File: src/rtl/neurocore_pkg.sv
// Shared types and constants for the neural core's pin-level front ends.
package neurocore_pkg;

   localparam int unsigned UART_CLKS_PER_BIT = 87;
   localparam int unsigned UART_DATA_BITS    = 8;

   typedef enum logic [2:0] {
      IDLE,
      START,
      DATA,
      STOP,
      BREAK
   } uart_rx_state_e;

endpackage

File: src/rtl/sync_2ff.sv
// Two-flop synchroniser for an asynchronous pin, with a configurable reset value.
module sync_2ff #(
   parameter logic RESET_VAL = 1'b1
) (
   input  logic i_clk,
   input  logic i_reset,
   input  logic i_d,
   output logic o_q
);

   logic r_meta;

   always_ff @(posedge i_clk) begin
      if (i_reset) begin
         r_meta <= RESET_VAL;
         o_q    <= RESET_VAL;
      end else begin
         r_meta <= i_d;
         o_q    <= r_meta;
      end
   end

endmodule

File: src/rtl/uart_rx_frontend.sv
// 8N1 UART receiver: synchronised RXD, mid-bit sampling FSM and a one-entry
// valid/ready holding register with framing-error and overrun pulses.
module uart_rx_frontend
   import neurocore_pkg::*;
#(
   parameter int unsigned CLKS_PER_BIT = UART_CLKS_PER_BIT
) (
   input  logic       i_clk,
   input  logic       i_reset,
   input  logic       i_rxd,
   output logic [7:0] o_rx_data,
   output logic       o_rx_valid,
   input  logic       i_rx_ready,
   output logic       o_frame_err,
   output logic       o_overrun,
   output logic       o_busy
);

   localparam int unsigned HALF_BIT = CLKS_PER_BIT / 2;
   localparam int unsigned TMR_W    = $clog2(CLKS_PER_BIT);
   localparam int unsigned IDX_W    = 3;

   logic           w_rxd_s;
   logic           w_half_done;
   logic           w_bit_done;
   uart_rx_state_e r_state;
   logic [TMR_W-1:0] r_timer;
   logic [IDX_W-1:0] r_bit_idx;
   logic [7:0]     r_shift;
   logic           r_commit;
   logic           r_ferr_pend;

   sync_2ff #(
      .RESET_VAL (1'b1)
   ) u_rxd_sync (
      .i_clk   (i_clk),
      .i_reset (i_reset),
      .i_d     (i_rxd),
      .o_q     (w_rxd_s)
   );

   assign w_half_done = (r_timer == TMR_W'(HALF_BIT - 1));
   assign w_bit_done  = (r_timer == TMR_W'(CLKS_PER_BIT - 1));

   // Frame decoder; commit and error are staged one cycle so both land with RX_VALID timing.
   always_ff @(posedge i_clk) begin
      if (i_reset) begin
         r_state     <= IDLE;
         r_timer     <= '0;
         r_bit_idx   <= '0;
         r_shift     <= '0;
         r_commit    <= 1'b0;
         r_ferr_pend <= 1'b0;
         o_busy      <= 1'b0;
      end else begin
         r_commit    <= 1'b0;
         r_ferr_pend <= 1'b0;
         case (r_state)
            IDLE: begin
               if (!w_rxd_s) begin
                  r_state   <= START;
                  r_timer   <= '0;
                  r_bit_idx <= '0;
                  o_busy    <= 1'b1;
               end
            end
            START: begin
               if (w_half_done) begin
                  r_timer <= '0;
                  if (w_rxd_s) begin
                     r_state <= IDLE;
                     o_busy  <= 1'b0;
                  end else begin
                     r_state <= DATA;
                  end
               end else begin
                  r_timer <= r_timer + TMR_W'(1);
               end
            end
            DATA: begin
               if (w_bit_done) begin
                  r_timer <= '0;
                  r_shift <= {w_rxd_s, r_shift[7:1]};
                  if (r_bit_idx == IDX_W'(UART_DATA_BITS - 1)) begin
                     r_state <= STOP;
                  end else begin
                     r_bit_idx <= r_bit_idx + IDX_W'(1);
                  end
               end else begin
                  r_timer <= r_timer + TMR_W'(1);
               end
            end
            STOP: begin
               if (w_bit_done) begin
                  r_timer <= '0;
                  if (w_rxd_s) begin
                     r_commit <= 1'b1;
                     r_state  <= IDLE;
                     o_busy   <= 1'b0;
                  end else begin
                     r_ferr_pend <= 1'b1;
                     r_state     <= BREAK;
                  end
               end else begin
                  r_timer <= r_timer + TMR_W'(1);
               end
            end
            BREAK: begin
               if (w_rxd_s) begin
                  r_state <= IDLE;
                  o_busy  <= 1'b0;
               end
            end
            default: begin
               r_state <= IDLE;
               o_busy  <= 1'b0;
            end
         endcase
      end
   end

   // Holding register: a commit into a full, unconsumed slot is dropped and flagged.
   always_ff @(posedge i_clk) begin
      if (i_reset) begin
         o_rx_data   <= '0;
         o_rx_valid  <= 1'b0;
         o_frame_err <= 1'b0;
         o_overrun   <= 1'b0;
      end else begin
         o_frame_err <= r_ferr_pend;
         o_overrun   <= 1'b0;
         if (r_commit) begin
            if (!o_rx_valid || i_rx_ready) begin
               o_rx_data  <= r_shift;
               o_rx_valid <= 1'b1;
            end else begin
               o_overrun <= 1'b1;
            end
         end else if (o_rx_valid && i_rx_ready) begin
            o_rx_valid <= 1'b0;
         end
      end
   end

endmodule

File: config.mk
export PLATFORM = sky130hd
export DESIGN_NAME = uart_rx_frontend
export DESIGN_NICKNAME = d
export VERILOG_FILES = /design/src/rtl/neurocore_pkg.sv /design/src/rtl/sync_2ff.sv /design/src/rtl/uart_rx_frontend.sv
export SDC_FILE = /design/constraint.sdc
export NUM_CORES = 1
export LEC_CHECK = 0
export ABC_AREA = 1
export CAP_MARGIN = 20
export CORE_UTILIZATION = 36
export CTS_BUF_LIST = sky130_fd_sc_hd__clkbuf_8
export CTS_CLUSTER_SIZE = 20
export DETAILED_ROUTE_END_ITERATION = 6
export HOLD_SLACK_MARGIN = 0.12
export PLACE_DENSITY = 0.64
export SYNTH_ARGS = -nofsm -noshare
export SYNTH_HDL_FRONTEND = slang
export SYNTH_SLANG_ARGS = --single-unit
File: constraint.sdc
create_clock -name i_clk -period 4.2 [get_ports i_clk]
set_input_delay 0.42 -clock i_clk [delete_from_list [all_inputs] [get_ports i_clk]]
set_output_delay 0.42 -clock i_clk [all_outputs]
set_load 0.1 [all_outputs]
==> results.yml, run 1 <==
route:
  drt_iter0_drc: 56
  vias_per_cell: 4.744
  detail_route.wirelength_um: 3245
  drt_pre_antenna_iters: 7
  vias: 1409
  wire_per_inst_um: 10.93
  drcViolationCount: 1
  postRouteAntennaNets: 0
finish:
  stdcell_area_um2: 2036
  syn_to_final_growth_pct: 18.16
  final_core_util: 0.4550
  nFillCells: 438
  drive_gt1_frac: 0.1592
  fin_nets: 252
  antenna-diode-count: 0
cts:
  clock_path_buffers: 2
  cts_inserted_buffers: 5
  cts-resized-gates: 0
  hold_buffers: 0
  cts.sinks: 37
  tritoncts: "done"
  clockRootBuffer: "clkbuf_8"
  h-tree-depth: 2
  cts_setup_buffers: 0
  clock_latency_ns: 0.29
  clkTransAtPathRegs_ns: 0.08
sta:
  fin_skew_ns: 0.008335
  tightest_slew_ns: 0.9825
  rsz0062_at_grt: "false"
  tns_ns: 0
  fin_crit_ns: 2.179
  hold_violations: 0
  finalSetupViolCount: 0
  max_slew_margin: 0.3430
  finalMaxSlewViolations: 0
  setup_ws_ns: 2.021
  min_period_over_period: 0.5189
  maxClockFrequency_mhz: 458.8
synthesis:
  synth-seq-cells: 37
  synth_top_cell_area_share: 0.4299
  synth_area_leaders: "dfxtp_1 43%, nor2_1 11%, nand2_1 6.5%"
  yosys.area.top_type: "dfxtp_1"
  synthCells: 225
  syn_area_um2: 1723
  synth_warnings: 0
  synth_seq_area_share: 0.4299
  syn_avg_cell_area_um2: 7.657
  synth-adder-area-share: 0.02905
  syn_nets: 233
  synth_top_family_by_area: "simple AND/OR/NAND/NOR gates"
  synthMuxAreaShare: 0
  synth-compound-area-share: 0.09368
  post_synth_num_cell_types: 31
  synth-simple-area-share: 0.3588
  synth_xor_area_frac: 0.01017
placement:
  preCtsSetupSlack_ns: 2.079
  dpl_cell_area_um2: 1916
  io_buffers: 15
  gp_congestion: 0.8039
  hpwl_um: 2312
critical_path:
  r2r_slack_ns: 2.68
  r2r-start: "r_timer[0]$_SDFFE_PP0P_"
  cp-end-kind: "primary output"
  worstRegToRegCells: 9
  r2r-end: "r_shift[2]$_SDFFE_PP0P_"
  cp_num_buf_inv: 1
  crit_family: "buffers and inverters"
  crit_chain: "clkdlybuf4s50_1"
  cp.arrival_ns: 1.76
  path_max_fanout: 2
  critical_path_class: "register to primary output"
  required_ns: 3.78
  slowest_delay_ns: 1.13
  startpoint_type: "register"
  cpMaxStageDelayCell: "clkdlybuf4s50_1"
global_route:
  grt_max_degree: 26
  overflow: 0
  grt_pass1_vias: 1278
  grt_pass1_wl_um: 5644
  grt.total_usage: 0.1433
  antenna_found_initial: 0
job:
  drv_cap: 0
power:
  combPwrFrac: 0.369
  vdd_ir_drop_max_mv: 0.3025
  internal_power_uw: 730.1
  power_leakage_nw: 0.9057
  p_per_area_nw_per_um2: 589.0
  p_seq_frac: 0.359
  p_clk_frac: 0.272
  switchingPower_uw: 468.8
  p_sw_frac: 0.3910
min_path:
  min_to: "u_rxd_sync.o_q$_SDFF_PP1_"
  worst_hold_path_type: "register to register"
  hold_depth: 1
  hp-start: "u_rxd_sync.r_meta$_SDFF_PP1_"
floorplan:
  start_util: 0.3851
  rows: 24
  dieArea_um2: 5067
  ioPinCount: 16
  die_y_um: 71.18
  core_um2: 4474
  die_width_um: 71.18
outcome:
  outcome: "finished with violations"
  violations: "DRC"
==> cells by family (layout without fill, tap and decap cells) <==
family,Yosys count,in the layout
AO/OA/AOI/OAI,30,30
XOR/XNOR,2,2
adder cells (fa/ha/maj),4,4
buffers and inverters,31,51
flip-flops,37,37
AND/OR/NAND/NOR,121,121
==> power groups by stage <==
stage	sequential (mW)	combinational, mW	clock, mW
after floorplan	0.456	0.349	0
after global placement	0.439	0.443	0
after detailed placement	0.439	0.447	0
after CTS	0.431	0.448	0.331
after global routing	0.436	0.512	0.345
final	0.431	0.442	0.326
==> cells in the final DEF (no fill, tap or decap), drive strengths merged, types with 2 or more instances in the layout <==
cell type / count
nor2: 60
nand2: 40
dfxtp: 37
inv: 27
o21ai: 22
clkdlybuf4s50: 15
nand3: 12
clkbuf: 6
a21oi: 5
ha: 4
nand4: 3
nor3: 2
or2: 2
o211ai: 2
==> layer usage <==
metal / global-route usage / routed length, µm / vias up
met5: 0 / 0 / -
met1: 0.1846 / 1669 / 638
met2: 0.2180 / 1406 / 15
met3: 0.03134 / 91 / 8
li1: - / - / 748
met4: 0.08889 / 78 / 0
==> cell type report <==
cell class              instances  area (µm²)  share of cell area
clock buffers                   6       82.58             0.04057
flip-flops and latches         37       740.7              0.3639
inverters                      28       112.6             0.05532
multi-input cells             157       847.1              0.4161
well taps                      52       65.06             0.03196
repair buffers                 15       150.1             0.07376
clock inverters                 2       37.54             0.01844
==> stage by stage <==
step | hold slack [ns] | total power, mW | std cells
floorplan | 0.3883 | 0.8053 | 225
global placement | 0.3945 | 0.8817 | 289
detailed placement | 0.4025 | 0.8863 | 289
CTS | 0.4174 | 1.210 | 297
global route | 0.4269 | 1.293 | 297
finish | 0.4144 | 1.199 | 297
==> synthesized netlist by cell type (all sizes together) <==
cell / n
o21bai: 1
ha: 4
buf: 1
dfxtp: 37
xor2: 1
nor3: 2
nand4: 3
o211ai: 2
o21ai: 22
nand2: 40
nand3: 12
nor4: 1
clkbuf: 2
a21oi: 5
nor2: 60
nand3b: 1
xnor2: 1
or2: 2
clkinv: 1
inv: 27
==> worst max-delay path by stage <==
stage | start | slack [ns] | end | depth (start not counted)
detailed placement | i_reset | 2.08 | r_commit$_SDFF_PP0_ | 4
CTS | o_rx_data[5]$_SDFFE_PP0P_ | 2.01 | o_rx_data[5] | 1
finish | o_rx_data[4]$_SDFFE_PP0P_ | 2.02 | o_rx_data[4] | 1
global placement | i_reset | 2.14 | r_commit$_SDFF_PP0_ | 4
global route | o_rx_data[4]$_SDFFE_PP0P_ | 1.97 | o_rx_data[4] | 1
floorplan | o_rx_valid$_SDFFE_PP0P_ | 2.59 | o_rx_data[0]$_SDFFE_PP0P_ | 6
==> flip-flops by register name, indices dropped and copies added (netlist names), 3 cells and up <==
register   count
o_rx_data      8
r_bit_idx      3
r_shift        8
r_state        3
r_timer        7
(Power assumes the default switching activity.)
==> run 2, diff against run 1 <==
==> constraint.sdc (replaced) <==
create_clock -name i_clk -period 2.2 [get_ports i_clk]
set_input_delay 0.22 -clock i_clk [delete_from_list [all_inputs] [get_ports i_clk]]
set_output_delay 0.22 -clock i_clk [all_outputs]
set_load 0.1 [all_outputs]
==> results.yml, run 2 (synthesized netlist as in run 1, its figures left out) <==
cts:
  clkTransAtPathRegs_ns: 0.08
  tritoncts: "done"
  clock_path_buffers: 2
  cts-resized-gates: 0
  clock_latency_ns: 0.29
  cts_setup_buffers: 0
  h-tree-depth: 2
  cts.sinks: 37
  clockRootBuffer: "clkbuf_8"
  cts_inserted_buffers: 5
  hold_buffers: 0
sta:
  tns_ns: 0
  fin_crit_ns: 1.535
  finalMaxSlewViolations: 0
  rsz0062_at_grt: "false"
  fin_skew_ns: 0.006405
  maxClockFrequency_mhz: 651.6
  max_slew_margin: 0.7117
  min_period_over_period: 0.6976
  holdWs_ns: 0.4145
  finalSetupViolCount: 0
  tightest_slew_ns: 0.4309
  hold_violations: 0
route:
  vias_per_cell: 4.672
  detail_route.wirelength_um: 3220
  wire_per_inst_um: 10.77
  drt_iter0_drc: 81
  drt_pre_antenna_iters: 6
  postRouteAntennaNets: 0
  drcViolationCount: 0
  vias: 1397
finish:
  syn_to_final_growth_pct: 17.28
  drive_gt1_frac: 0.2146
  top_regs: "o_rx_data: 8 flops, r_shift: 8 flops, r_timer: 7 flops"
  final_cell_mix: "52 x nor2_1, 37 x dfxtp_1, 30 x nand2_1"
  layout.cells.non_filler: 299
  final_common_cell: "nor2_1"
  fin_nets: 254
  antenna-diode-count: 0
  final_core_util: 0.4516
placement:
  hpwl_um: 2356
  io_buffers: 15
  place_inst: 291
  gp_congestion: 0.8258
critical_path:
  slowest_delay_ns: 0.35
  required_ns: 2.38
  cp-end-kind: "register"
  path_max_fanout: 10
  cp_num_buf_inv: 2
  cp.arrival_ns: 1.71
  critical_path_class: "register to register"
  cpMaxStageDelayCell: "dfxtp_1"
  crit_family: "simple AND/OR/NAND/NOR gates"
  startpoint_type: "register"
  crit_chain: "inv_1 > ha_1 > nand2_2 > nor2_4 > nand2_4 > nor2_4 > inv_1 > nor2_1 > nor2_1"
global_route:
  grt_pass1_vias: 1312
  grt.total_usage: 0.1480
  overflow: 0
  grt_pass1_wl_um: 5816
  antenna_found_initial: 0
  grt_max_degree: 18
floorplan:
  ioPinCount: 16
  rows: 24
  core_um2: 4474
  die_width_um: 71.18
  start_util: 0.3851
  dieArea_um2: 5067
  die_y_um: 71.18
power:
  vdd_ir_drop_max_mv: 0.5393
  power_leakage_nw: 0.9396
  p_per_area_nw_per_um2: 1132
job:
  drv_cap: 0
min_path:
  worst_hold_path_type: "register to register"
outcome:
  outcome: "finished, final reports clean"
==> run 2: tightest hold or removal path: stages, from the launching register on <==
cell	delay, ns
dfxtp_1	0.30
inv_1	0.04
nor2_1	0.03
==> run 2: final timing paths <==
path | from | to | cells after the start | slack, ns
worst min-delay path | r_ferr_pend$_SDFF_PP0_ | o_frame_err$_SDFF_PP0_ | 2 | 0.41
worst max-delay path | r_timer[0]$_SDFFE_PP0P_ | r_shift[4]$_SDFFE_PP0P_ | 9 | 0.67
worst min register to register | r_ferr_pend$_SDFF_PP0_ | o_frame_err$_SDFF_PP0_ | 2 | 0.41
worst max register to register | r_timer[0]$_SDFFE_PP0P_ | r_shift[4]$_SDFFE_PP0P_ | 9 | 0.67
==> run 2: per-stage QoR <==
stage,setup slack (ns),cell area (µm²),power [mW]
2_1_floorplan,0.5906,1723,1.537
3_3_place_gp,0.6206,1901,1.671
3_5_place_dp,0.5952,1901,1.691
4_1_cts,0.6585,2021,2.313
5_1_grt,0.4758,2021,2.479
6_report,0.6652,2021,2.288
==> run 2: final cells by class <==
type / count / area [µm²]
flip-flops and latches: 37 / 740.7
well taps: 52 / 65.06
fillers: 437 / 2454
clock buffers: 6 / 82.58
multi-input cells: 157 / 847.1
repair buffers: 17 / 135.1
inverters: 28 / 112.6
clock inverters: 2 / 37.54
==> run 2: power breakdown <==
part / leakage (nW) / internal (mW) / switching, mW
Clock: 0.0574 / 0.368 / 0.243
Sequential: 0.300 / 0.746 / 0.0797
Combinational: 0.582 / 0.278 / 0.573
==> run 2: per-layer routing <==
layer	vias up	track usage	part of all wire
li1	752	-	-
met1	622	0.1966	0.51
met2	19	0.2233	0.45
met3	4	0.04416	0.034
met4	0	0.06222	0.0096
met5	-	0	0
==> run 3, diff against run 2 <==
==> constraint.sdc (replaced) <==
create_clock -name i_clk -period 1.6 [get_ports i_clk]
set_input_delay 0.16 -clock i_clk [delete_from_list [all_inputs] [get_ports i_clk]]
set_output_delay 0.16 -clock i_clk [all_outputs]
set_load 0.1 [all_outputs]
==> results.yml, run 3 (synthesized netlist as in run 1, its figures left out) <==
outcome:
  outcome: "finished, final reports clean"
cts:
  clkTransAtPathRegs_ns: 0.08
  clock_latency_ns: 0.29
  hold_buffers: 0
  cts.sinks: 37
  clockRootBuffer: "clkbuf_8"
  clock_path_buffers: 2
  tritoncts: "done"
  h-tree-depth: 2
  cts_inserted_buffers: 5
finish:
  final_cell_mix: "50 x nor2_1, 34 x dfxtp_1, 30 x nand2_1"
  final_core_util: 0.4891
  fin_nets: 257
  syn_to_final_growth_pct: 27.02
  antenna-diode-count: 0
  top_regs: "o_rx_data: 8 flops, r_shift: 8 flops, r_timer: 7 flops"
  final_common_cell: "nor2_1"
  drive_gt1_frac: 0.2480
  nFillCells: 432
  layout.cells.non_filler: 302
floorplan:
  start_util: 0.3851
  die_y_um: 71.18
  dieArea_um2: 5067
  die_width_um: 71.18
  ioPinCount: 16
  core_um2: 4474
  rows: 24
critical_path:
  cp.arrival_ns: 1.63
  required_ns: 1.79
  critical_path_class: "register to register"
  startpoint_type: "register"
  r2r-end: "r_timer[0]$_SDFFE_PP0P_"
  cp-end-kind: "register"
  r2r-start: "r_timer[0]$_SDFFE_PP0P_"
  r2r_slack_ns: 0.16
  path_max_fanout: 6
  worstRegToRegCells: 11
power:
  vdd_ir_drop_max_mv: 0.5929
  power_leakage_nw: 0.9776
  p_per_area_nw_per_um2: 1397
route:
  detail_route.wirelength_um: 3216
  wire_per_inst_um: 10.65
  postRouteAntennaNets: 0
  vias_per_cell: 4.752
  drt_iter0_drc: 49
  drcViolationCount: 0
  vias: 1435
  drt_pre_antenna_iters: 4
sta:
  maxClockFrequency_mhz: 693.0
  fin_crit_ns: 1.443
  rsz0062_at_grt: "false"
  hold_violations: 0
  finalMaxSlewViolations: 0
  max_slew_margin: 0.7641
  tns_ns: 0
  fin_skew_ns: 0.005841
  tightest_slew_ns: 0.3533
  min_period_over_period: 0.9018
  finalSetupViolCount: 0
global_route:
  antenna_found_initial: 0
  met2_usage: 0.2233
  grt_most_used_layer: "met2"
  met3_usage: 0.03846
  grt.total_usage: 0.1457
  grt_util_met1: 0.1915
  overflow: 0
  grt_pass1_wl_um: 5740
  grt_pass1_vias: 1303
  grt_max_degree: 15
placement:
  gp_congestion: 0.8111
  place_inst: 294
  hpwl_um: 2433
  io_buffers: 15
min_path:
  min_to: "u_rxd_sync.o_q$_SDFF_PP1_"
  hp-start: "u_rxd_sync.r_meta$_SDFF_PP1_"
  hold_depth: 1
  worst_hold_path_type: "register to register"
job:
  drv_cap: 0
[run 3: cell types whose count changed in the layout (fill, tap and decap cells not counted), moves of 2 or more]
cell	delta
nor2_1	-2
inv_6	+2
buf_12	+12
buf_4	-9
dfxtp_2	+3
dfxtp_1	-3
[run 3: metrics by stage]
| stage | power (mW) | hold WS [ns] | area, µm² | setup slack [ns] |
|---|---|---|---|---|
| after floorplan | 2.114 | 0.2638 | 1724 | 0.2451 |
| after global placement | 2.329 | 0.3926 | 2074 | 0.1631 |
| after detailed placement | 2.340 | 0.3982 | 2074 | 0.1249 |
| after CTS | 3.033 | 0.4170 | 2168 | 0.1177 |
| after global routing | 3.327 | 0.4341 | 2188 | 0.01643 |
| final | 3.057 | 0.4114 | 2188 | 0.1570 |
[run 3: what timing repair did]
| action | CTS | global route |
|---|---|---|
| setup buffers | 0 | 0 |
| setup endpoints to repair | 0 | 9 |
| resized for setup | 0 | 7 |
| endpoints found under the hold margin | 0 | 0 |
[run 3: where the power goes]
group          switching (mW)  internal [mW]
clock                   0.367          0.317
sequential              0.115           1.03
combinational           0.798          0.429
[run 3: worst max path at each step]
stage | start | to | slack [ns] | depth (start not counted)
after floorplan | r_timer[0]$_SDFFE_PP0P_ | r_bit_idx[0]$_SDFFE_PP0P_ | 0.25 | 11
after global placement | r_timer[0]$_SDFFE_PP0P_ | r_state[2]$_SDFFE_PP0P_ | 0.16 | 11
after detailed placement | r_timer[0]$_SDFFE_PP0P_ | r_timer[0]$_SDFFE_PP0P_ | 0.12 | 11
after CTS | r_timer[0]$_SDFFE_PP0P_ | r_bit_idx[1]$_SDFFE_PP0P_ | 0.12 | 11
after global routing | r_timer[0]$_SDFFE_PP0P_ | r_timer[0]$_SDFFE_PP0P_ | 0.02 | 11
final | r_timer[0]$_SDFFE_PP0P_ | r_timer[0]$_SDFFE_PP0P_ | 0.16 | 11
[run 3: area by class of cell]
cell class / instances / area [µm²] / area share
clock buffer: 5 / 68.82 / 0.03145
clock inverter: 3 / 25.02 / 0.01144
inverter: 28 / 112.6 / 0.05146
multi-input combinational: 157 / 864.6 / 0.3951
sequential: 37 / 744.5 / 0.3402
tap: 52 / 65.06 / 0.02973
timing repair buffer: 20 / 307.8 / 0.1407
[run 3: per-layer routing]
metal	vias up	wire, µm
li1	757	-
met1	649	1584
met2	22	1472
met3	7	101
met4	0	57
met5	-	0
[run 3: critical path, stage by stage (launching register included)]
cell and delay (ns):
dfxtp_2 0.35, inv_1 0.06, ha_2 0.18, nand2_2 0.06, nor2_4 0.12, nand2_4 0.09
nand2_1 0.11, nand2_4 0.09, inv_2 0.06, nand2_1 0.06, o21ai_1 0.12, inv_1 0.05
